`src/rtl/uart_tx_fifo.sv`:
```
// ----------------------------------------------------------------------------
// uart_tx_fifo : FIFO-buffered UART transmitter with configurable framing
// Rev 1.0
// ----------------------------------------------------------------------------
`default_nettype none

module uart_tx_fifo #(
  parameter int DATA_W     = 8,
  parameter int FIFO_DEPTH = 16,
  parameter int CLK_DIV    = 434,
  parameter int PARITY     = 0,
  parameter int STOP_BITS  = 1
) (
  input  logic                          clk,
  input  logic                          asyncreset,
  input  logic                          WE,
  input  logic [DATA_W-1:0]             WD,
  input  logic                          clr_overflow,
  output logic                          full,
  output logic                          empty,
  output logic [$clog2(FIFO_DEPTH):0]   count,
  output logic                          busy,
  output logic                          overflow,
  output logic                          tx_serial
);

  localparam int AW = $clog2(FIFO_DEPTH);
  localparam int CW = AW + 1;
  localparam int BW = $clog2(CLK_DIV);
  localparam logic [BW-1:0] BAUD_LAST = BW'(CLK_DIV - 1);
  localparam logic [3:0]    DATA_LAST = 4'(DATA_W - 1);
  localparam logic [3:0]    STOP_LAST = 4'(STOP_BITS - 1);
  localparam logic [CW-1:0] DEPTH     = CW'(FIFO_DEPTH);

  typedef enum logic [2:0] {S_IDLE, S_START, S_DATA, S_PARITY, S_STOP} state_t;

  state_t             state_q, state_d;
  logic [BW-1:0]      baud_q, baud_d;
  logic [3:0]         bit_q, bit_d;
  logic [DATA_W-1:0]  shift_q, shift_d;
  logic               par_q, par_d;
  logic               tx_q, tx_d;
  logic [AW-1:0]      wr_ptr_q, wr_ptr_d, rd_ptr_q, rd_ptr_d;
  logic [CW-1:0]      count_q, count_d;
  logic               ovf_q, ovf_d;
  logic [DATA_W-1:0]  mem_q [FIFO_DEPTH];

  logic               wr_en, pop;
  logic [DATA_W-1:0]  head;

  assign full      = (count_q == DEPTH);
  assign empty     = (count_q == '0);
  assign count     = count_q;
  assign busy      = (state_q != S_IDLE);
  assign overflow  = ovf_q;
  assign tx_serial = tx_q;
  assign head      = mem_q[rd_ptr_q];

  // Full is the registered value, so a write is dropped even if a pop frees space this cycle.
  always_comb begin
    wr_en    = WE && !full;
    wr_ptr_d = wr_ptr_q + AW'(wr_en);
    rd_ptr_d = rd_ptr_q + AW'(pop);
    count_d  = count_q + CW'(wr_en) - CW'(pop);
    ovf_d    = (WE && full) || (ovf_q && !clr_overflow);
  end

  always_comb begin
    state_d = state_q;
    baud_d  = baud_q;
    bit_d   = bit_q;
    shift_d = shift_q;
    par_d   = par_q;
    tx_d    = tx_q;
    pop     = 1'b0;
    unique case (state_q)
      S_IDLE: begin
        tx_d   = 1'b1;
        baud_d = '0;
        bit_d  = '0;
        if (!empty) begin
          pop     = 1'b1;
          shift_d = head;
          par_d   = (^head) ^ (PARITY == 2);
          state_d = S_START;
          tx_d    = 1'b0;
        end
      end
      S_START: begin
        baud_d = baud_q + 1'b1;
        if (baud_q == BAUD_LAST) begin
          baud_d  = '0;
          bit_d   = '0;
          state_d = S_DATA;
          tx_d    = shift_q[0];
        end
      end
      S_DATA: begin
        baud_d = baud_q + 1'b1;
        if (baud_q == BAUD_LAST) begin
          baud_d  = '0;
          shift_d = shift_q >> 1;
          if (bit_q == DATA_LAST) begin
            bit_d = '0;
            if (PARITY != 0) begin
              state_d = S_PARITY;
              tx_d    = par_q;
            end else begin
              state_d = S_STOP;
              tx_d    = 1'b1;
            end
          end else begin
            bit_d = bit_q + 1'b1;
            tx_d  = shift_q[1];
          end
        end
      end
      S_PARITY: begin
        baud_d = baud_q + 1'b1;
        if (baud_q == BAUD_LAST) begin
          baud_d  = '0;
          bit_d   = '0;
          state_d = S_STOP;
          tx_d    = 1'b1;
        end
      end
      S_STOP: begin
        baud_d = baud_q + 1'b1;
        if (baud_q == BAUD_LAST) begin
          baud_d = '0;
          if (bit_q == STOP_LAST) begin
            bit_d = '0;
            // Chain straight into the next frame so busy never drops between entries.
            if (!empty) begin
              pop     = 1'b1;
              shift_d = head;
              par_d   = (^head) ^ (PARITY == 2);
              state_d = S_START;
              tx_d    = 1'b0;
            end else begin
              state_d = S_IDLE;
              tx_d    = 1'b1;
            end
          end else begin
            bit_d = bit_q + 1'b1;
          end
        end
      end
      default: begin
        state_d = S_IDLE;
        tx_d    = 1'b1;
      end
    endcase
  end

  always_ff @(posedge clk or negedge asyncreset) begin
    if (!asyncreset) begin
      state_q  <= S_IDLE;
      baud_q   <= '0;
      bit_q    <= '0;
      shift_q  <= '0;
      par_q    <= 1'b0;
      tx_q     <= 1'b1;
      wr_ptr_q <= '0;
      rd_ptr_q <= '0;
      count_q  <= '0;
      ovf_q    <= 1'b0;
    end else begin
      state_q  <= state_d;
      baud_q   <= baud_d;
      bit_q    <= bit_d;
      shift_q  <= shift_d;
      par_q    <= par_d;
      tx_q     <= tx_d;
      wr_ptr_q <= wr_ptr_d;
      rd_ptr_q <= rd_ptr_d;
      count_q  <= count_d;
      ovf_q    <= ovf_d;
    end
  end

  always_ff @(posedge clk) begin
    if (wr_en) begin
      mem_q[wr_ptr_q] <= WD;
    end
  end

endmodule

`default_nettype wire

```
`config.mk`:
```
export PLATFORM = sky130hd
export DESIGN_NAME = uart_tx_fifo
export DESIGN_NICKNAME = d
export VERILOG_FILES = /design/src/rtl/uart_tx_fifo.sv
export SDC_FILE = /design/constraint.sdc
export NUM_CORES = 1
export LEC_CHECK = 0
export CORE_ASPECT_RATIO = 0.9
export CORE_MARGIN = 3
export CORE_UTILIZATION = 37
export DETAILED_ROUTE_END_ITERATION = 10
export PLACE_DENSITY = 0.62
export SLEW_MARGIN = 15
export SYNTH_ARGS = -nofsm -noshare
export SYNTH_HDL_FRONTEND = slang
export SYNTH_SLANG_ARGS = --single-unit
```
`constraint.sdc`:
```
create_clock -name clk -period 2.9 [get_ports clk]
set_input_delay 0.435 -clock clk [delete_from_list [all_inputs] [get_ports clk]]
set_output_delay 0.435 -clock clk [all_outputs]
set_load 0.05 [all_outputs]
```
# Word level (Yosys, flattened, before mapping)
# Memory sizes are Yosys's and may differ from the RTL's.
# Cells that the tools add are included.
# Widths: inputs -> output; s select.
dict set report op_classes {
  addsub 6
  n_mul 0
  div_mod_pow 0
  magnitude_cmp 0
  n_eq_ne 15
  n_shift 0
  muxes 36
  n_bitwise 0
  n_reduce_logical 19
}
# cell count
set op_table {}
lappend op_table {{$mux 8} 4}
lappend op_table {{$pmux 8 s3} 1}
lappend op_table {{$mux 3} 7}
lappend op_table {{$mux 4} 5}
lappend op_table {{$pmux 9 s2} 1}
lappend op_table {{$pmux 4 s4} 1}
lappend op_table {{$pmux 3 s5} 1}
lappend op_table {{$ne 2x2->1 const B} 7}
lappend op_table {{$mux 1} 13}
lappend op_table {{$add 9x1->9 const B} 1}
lappend op_table {{$eq 9x9->1 const B} 1}
lappend op_table {{$mux 9} 1}
lappend op_table {{$add 4x1->4} 2}
lappend op_table {{$reduce_and 4->1} 2}
lappend op_table {{$reduce_and 7->1} 1}
lappend op_table {{$eq 3x2->1 const B} 2}
lappend op_table {{$reduce_bool 3->1} 2}
lappend op_table {{$add 5x1->5} 1}
lappend op_table {{$eq 5x5->1 const B} 1}
lappend op_table {{$logic_not 5->1} 1}
lappend op_table {{$pmux 1 s5} 1}
lappend op_table {{$reduce_and 5->1} 1}
lappend op_table {{$sub 5x1->5} 1}
lappend op_table {{$add 4x1->4 const B} 1}
lappend op_table {{other kinds (14)} 17}
dict set report word_totals {
  reg_bits 39
  latchBits 0
  ram_bits 128
  mem_bits_ro 0
  word_cells 86
  n_memories 1
}
# memory words width read_ports rd_ports_with_merged_regs write_ports line
set memory_table {}
lappend memory_table {mem_q 16 8 1 0 1 46} ;# logic [DATA_W-1:0] mem_q [FIFO_DEPTH];

# Logic depth before layout (Yosys ltp)
# Gate-level depths: netlist of run 1.
dict set report logic_depth {
  word_depth 6
  depth_mapped 14
  depth_no_buf 14
}

# Worst setup path after synthesis of run 1
# Ideal clock, no wire load.
dict set report synth_path {
  path_type {register to register}
  startpoint {register count_q[3] (netlist: count[3])}
  endpoint {register count_q[4] (netlist: count[4])}
  arrival_time_ns 3.983
  required_time_ns 2.777
  slack_ns -1.206
  path_stages_with_launch 14
  n_path_buf 0
  path_cell_list {dfrtp_1 -> inv_1 -> ha_1 -> nor4bb_1 -> nor2b_1 -> inv_1 -> ha_1 -> inv_1 -> ha_1 -> fa_1 -> a21oi_1 -> nor2_1 -> nor2_1 -> xnor2_1}
}
# element line
set synth_lines {}
lappend synth_lines {{start: declaration} 44} ;# logic [CW-1:0] count_q, count_d;
lappend synth_lines {{start signal: assignment} 177} ;# count_q <= count_d;
lappend synth_lines {{$eq 5x5->1} 51} ;# assign full = (count_q == DEPTH);
lappend synth_lines {{via full} 19} ;# output logic full,
lappend synth_lines {{$logic_not 1->1} 61} ;# wr_en = WE && !full;
lappend synth_lines {{$logic_and 1x1->1} 61}
lappend synth_lines {{$add 5x1->5} 64} ;# count_d = count_q + CW'(wr_en) - CW'(pop);
lappend synth_lines {{$sub 5x1->5} 64}
lappend synth_lines {{via count_d[4]} 44}
# The timed path passes the listed nets, and every way through them passes these cells.
# A chain may end at the register's enable or synchronous reset.

# Worst setup path after layout of run 1
dict set report layout_path {
  startpoint {register count_q[3] (netlist: count[3])}
  endpoint {register count_q[4] (netlist: count[4])}
}
dict set report layout_via {
  elab_chain_cells 6
}
# element line
set layout_lines {}
lappend layout_lines {{branches (longest 5 deep; another with $add 5x1->5)} --}
lappend layout_lines {{$sub 5x1->5 (*)} 64}
lappend layout_lines {{via count_d[4]} 44}
# Mark *: on every way through the listed nets, which the timed path passes.

==> metrics.cfg, run 1 <==
[outcome]
status=completed

[sta]
setup_viol_count_final=0
finalClockSkew_ns=0.0104
tightestPinTransition_ns=0.890
fin_crit_ns=2.77
slew_headroom=0.406
fin_crit_sh=0.956
fmax_mhz=361
hold_viol=0
drv_slew=0

[place]
placed_cell_area_um2=7710
portBuffers=21
gpl.final_weighted_congestion=0.792
dpl.hpwl_mm=9.66

[worst_setup_path]
crit_buf_inv=3
crit_path_cell_trace=inv_2 -> ha_4 -> nor4b_4 -> buf_4 -> o31ai_4 -> a31oi_2 -> nor2_2 -> ha_1 -> inv_1 -> ha_2 -> fa_2 -> a21oi_2 -> nor2_1 -> nor2_1 -> xnor2_1
cp.required_ns=3.23
reg2reg_from=count[3]
startpoint_type=register
slowest_stage=dfrtp_2
crit_fanout=4
critPathCaptureType=register
cp.arrival_ns=3.11
cpMostUsedCell=nor2_1
cp-startpoint=count[3]
criticalPathCategory=reg2reg
crit_family=adder cells
critPathMaxStageDelay_ns=0.42

[global_route]
grt_pass1_wl_mm=23.1
grt_overflow=0
grt_max_degree=40
antenna_found_initial=0
grt_usage=0.151
grt_pass1_vias=4122

[cells_and_area]
register_area_um2=4830
area_delta_synth_final_pct=18.6
multi_input_area_um2=2150
finalNetCount=533
mostFrequentLayoutCells=edfxtp_1 (128), nor2_1 (34), dfrtp_1 (33)
mostFrequentLayoutCell=edfxtp_1
design_area_um2=8370
antenna-diode-count=0
nFillCells=1648
drive_gt1_frac=0.219

[route]
ant_nets=0
routedWlPerCell_um=19.4
drt-initial-drc-count=259
drt_drc_violations_left=0
vias_per_cell=5.35
wirelength_mm=14.8
vias=4076
firstDrtPassIters=4

[power_and_ir_drop]
seq_power_share=0.481
netSwitchingFraction=0.262
power_frac_clock=0.359
leakagePower_nw=3.17
power_mw=6.25
power_density_nw_per_um2=747
p_int_mw=4.61
peakVddDrop_mv=0.412
share_comb_of_total_power=0.160
netSwitchingPower_mw=1.64

[logic_synthesis]
synth-async-reset-ratio=0.234
synth_nets=483
yosysUniqueCellTypes=54
synthesis.instances=456
synth_edf_count=128
yosysTopAreaCellShare=0.545
ys_seq_area_frac=0.683
synth_ff_type=edfxtp_1
syn_area_per_cell_um2=15.5
yosysTopAreaCell=edfxtp_1
synth_area_leaders=edfxtp_1 (54%), dfrtp_1 (13%), mux4_2 (5.1%)
ys_warn_count=0
ys_ff_latch=167
synth_area_um2=7060

[clocking]
clockRootBuffer=clkbuf_16
clkSinkCount=167
path_clk_slew_ns=0.07
numCtsBuffers=17
cts.path.max_buffers=2
cts_tree=yes
cts_htree_levels=4
insertion_delay_ns=0.42

[flow_run]
max-cap-violations=0

[die]
dieWidth_um=152
core_um2=18600
io_pins=22
initial_core_util=0.380
placement_rows=47
die_area_um2=20800
die_y_um=137

[min_path]
hold_class=in2async

worst reg2reg max path, delay by kind of cell, from the launching register on:
kind                     cells  cell delay (ns)
AO/OA/AOI/OAI                3             0.44
XOR/XNOR                     1             0.14
adder cells (fa/ha/maj)      4             0.96
buffers and inverters        3             0.30
flip-flops                   1             0.42
AND/OR/NAND/NOR              4             0.42
registers in the layout, indices dropped and copies added (netlist names), 3 cells and up:
signal    flops
mem_q       128
baud_q        9
shift_q       8
count         5
bit_q         4
rd_ptr_q      4
wr_ptr_q      4
state_q       3
cell type report:
class	count	area share
clock buffer	19	0.0517
tap	245	0.0366
sequential	167	0.577
clock inverter	11	0.0179
timing repair buffer	53	0.0547
multi-input combinational	254	0.257
inverter	13	0.00583
layer usage:
| metal | routed length, um | global-route usage |
|---|---|---|
| met1 | 6640 | 0.206 |
| met2 | 7290 | 0.240 |
| met3 | 600 | 0.0325 |
| met4 | 267 | 0.0529 |
| met5 | 0 | 0 |
worst paths after layout:
path                            cells after the start  slack, ns     endpoint
worst min register to register                      2       0.50   shift_q[2]
max in group asynchronous                           1       2.14  rd_ptr_q[0]
worst min-delay path                                1       0.14    baud_q[3]
worst max register to register                     15       0.13     count[4]
min in group clk                                    2       0.50   shift_q[2]
worst max-delay path                               15       0.13     count[4]
logic make-up (layout without fill, tap and decap cells):
| family | count (synthesis) | count (layout) | share of synthesized area |
|---|---|---|---|
| AOI/OAI and AO/OA | 75 | 75 | 0.0734 |
| and+or+nand+nor | 99 | 99 | 0.0741 |
| adders and majority gates | 17 | 17 | 0.0307 |
| DFF | 167 | 167 | 0.683 |
| muxes | 49 | 49 | 0.0980 |
| xor gates and xnor gates | 14 | 14 | 0.0174 |
| buffers and inverters | 35 | 96 | 0.0234 |
repair_timing:
item | 4_1_cts | 5_1_grt
pin swaps | 0 | 8
gates resized for setup | 1 | 3
setup endpoints to repair | 1 | 2
buffers inserted | 0 | 7
hold buffers | 0 | 0
Yosys cell counts, drive strengths merged (9+ instances only):
cell    number
mux2i       32
dfrtp       38
ha          14
nor2        36
nand3       10
a221oi      16
inv         13
a21oi        9
nand2       18
o21ai       24
buf         13
edfxtp     128
mux4        16
clkbuf       9
power groups by stage:
stage,Combinational [mW],Sequential (mW),Clock (mW)
2_1_floorplan,0.514,3.14,0
5_1_grt,1.10,3.04,2.37
4_1_cts,0.960,3.01,2.28
6_report,1.00,3.01,2.24
3_5_place_dp,0.951,3.06,0
3_3_place_gp,0.925,3.04,0
stage by stage:
stage | hold WS, ns | cells | setup TNS [ns] | utilization | setup slack, ns
4_1_cts | 0.166 | 755 | 0 | 0.447 | 0.0243
6_report | 0.136 | 762 | 0 | 0.451 | 0.126
3_5_place_dp | 0.476 | 725 | 0 | 0.415 | 0.0119
5_1_grt | 0.214 | 762 | -0.0128 | 0.451 | -0.0128
2_1_floorplan | 0.139 | 456 | -0.522 | - | -0.321
3_3_place_gp | 0.469 | 725 | 0 | 0.415 | 0.0716
No activity file was read; power rests on OpenSTA's default activity.
==> run 2: changes to the inputs <==
- TNS_END_PERCENT: unset -> 20
==> results of run 2 <==
No change in the layout: final DEF, timing and power equal those of run 1.
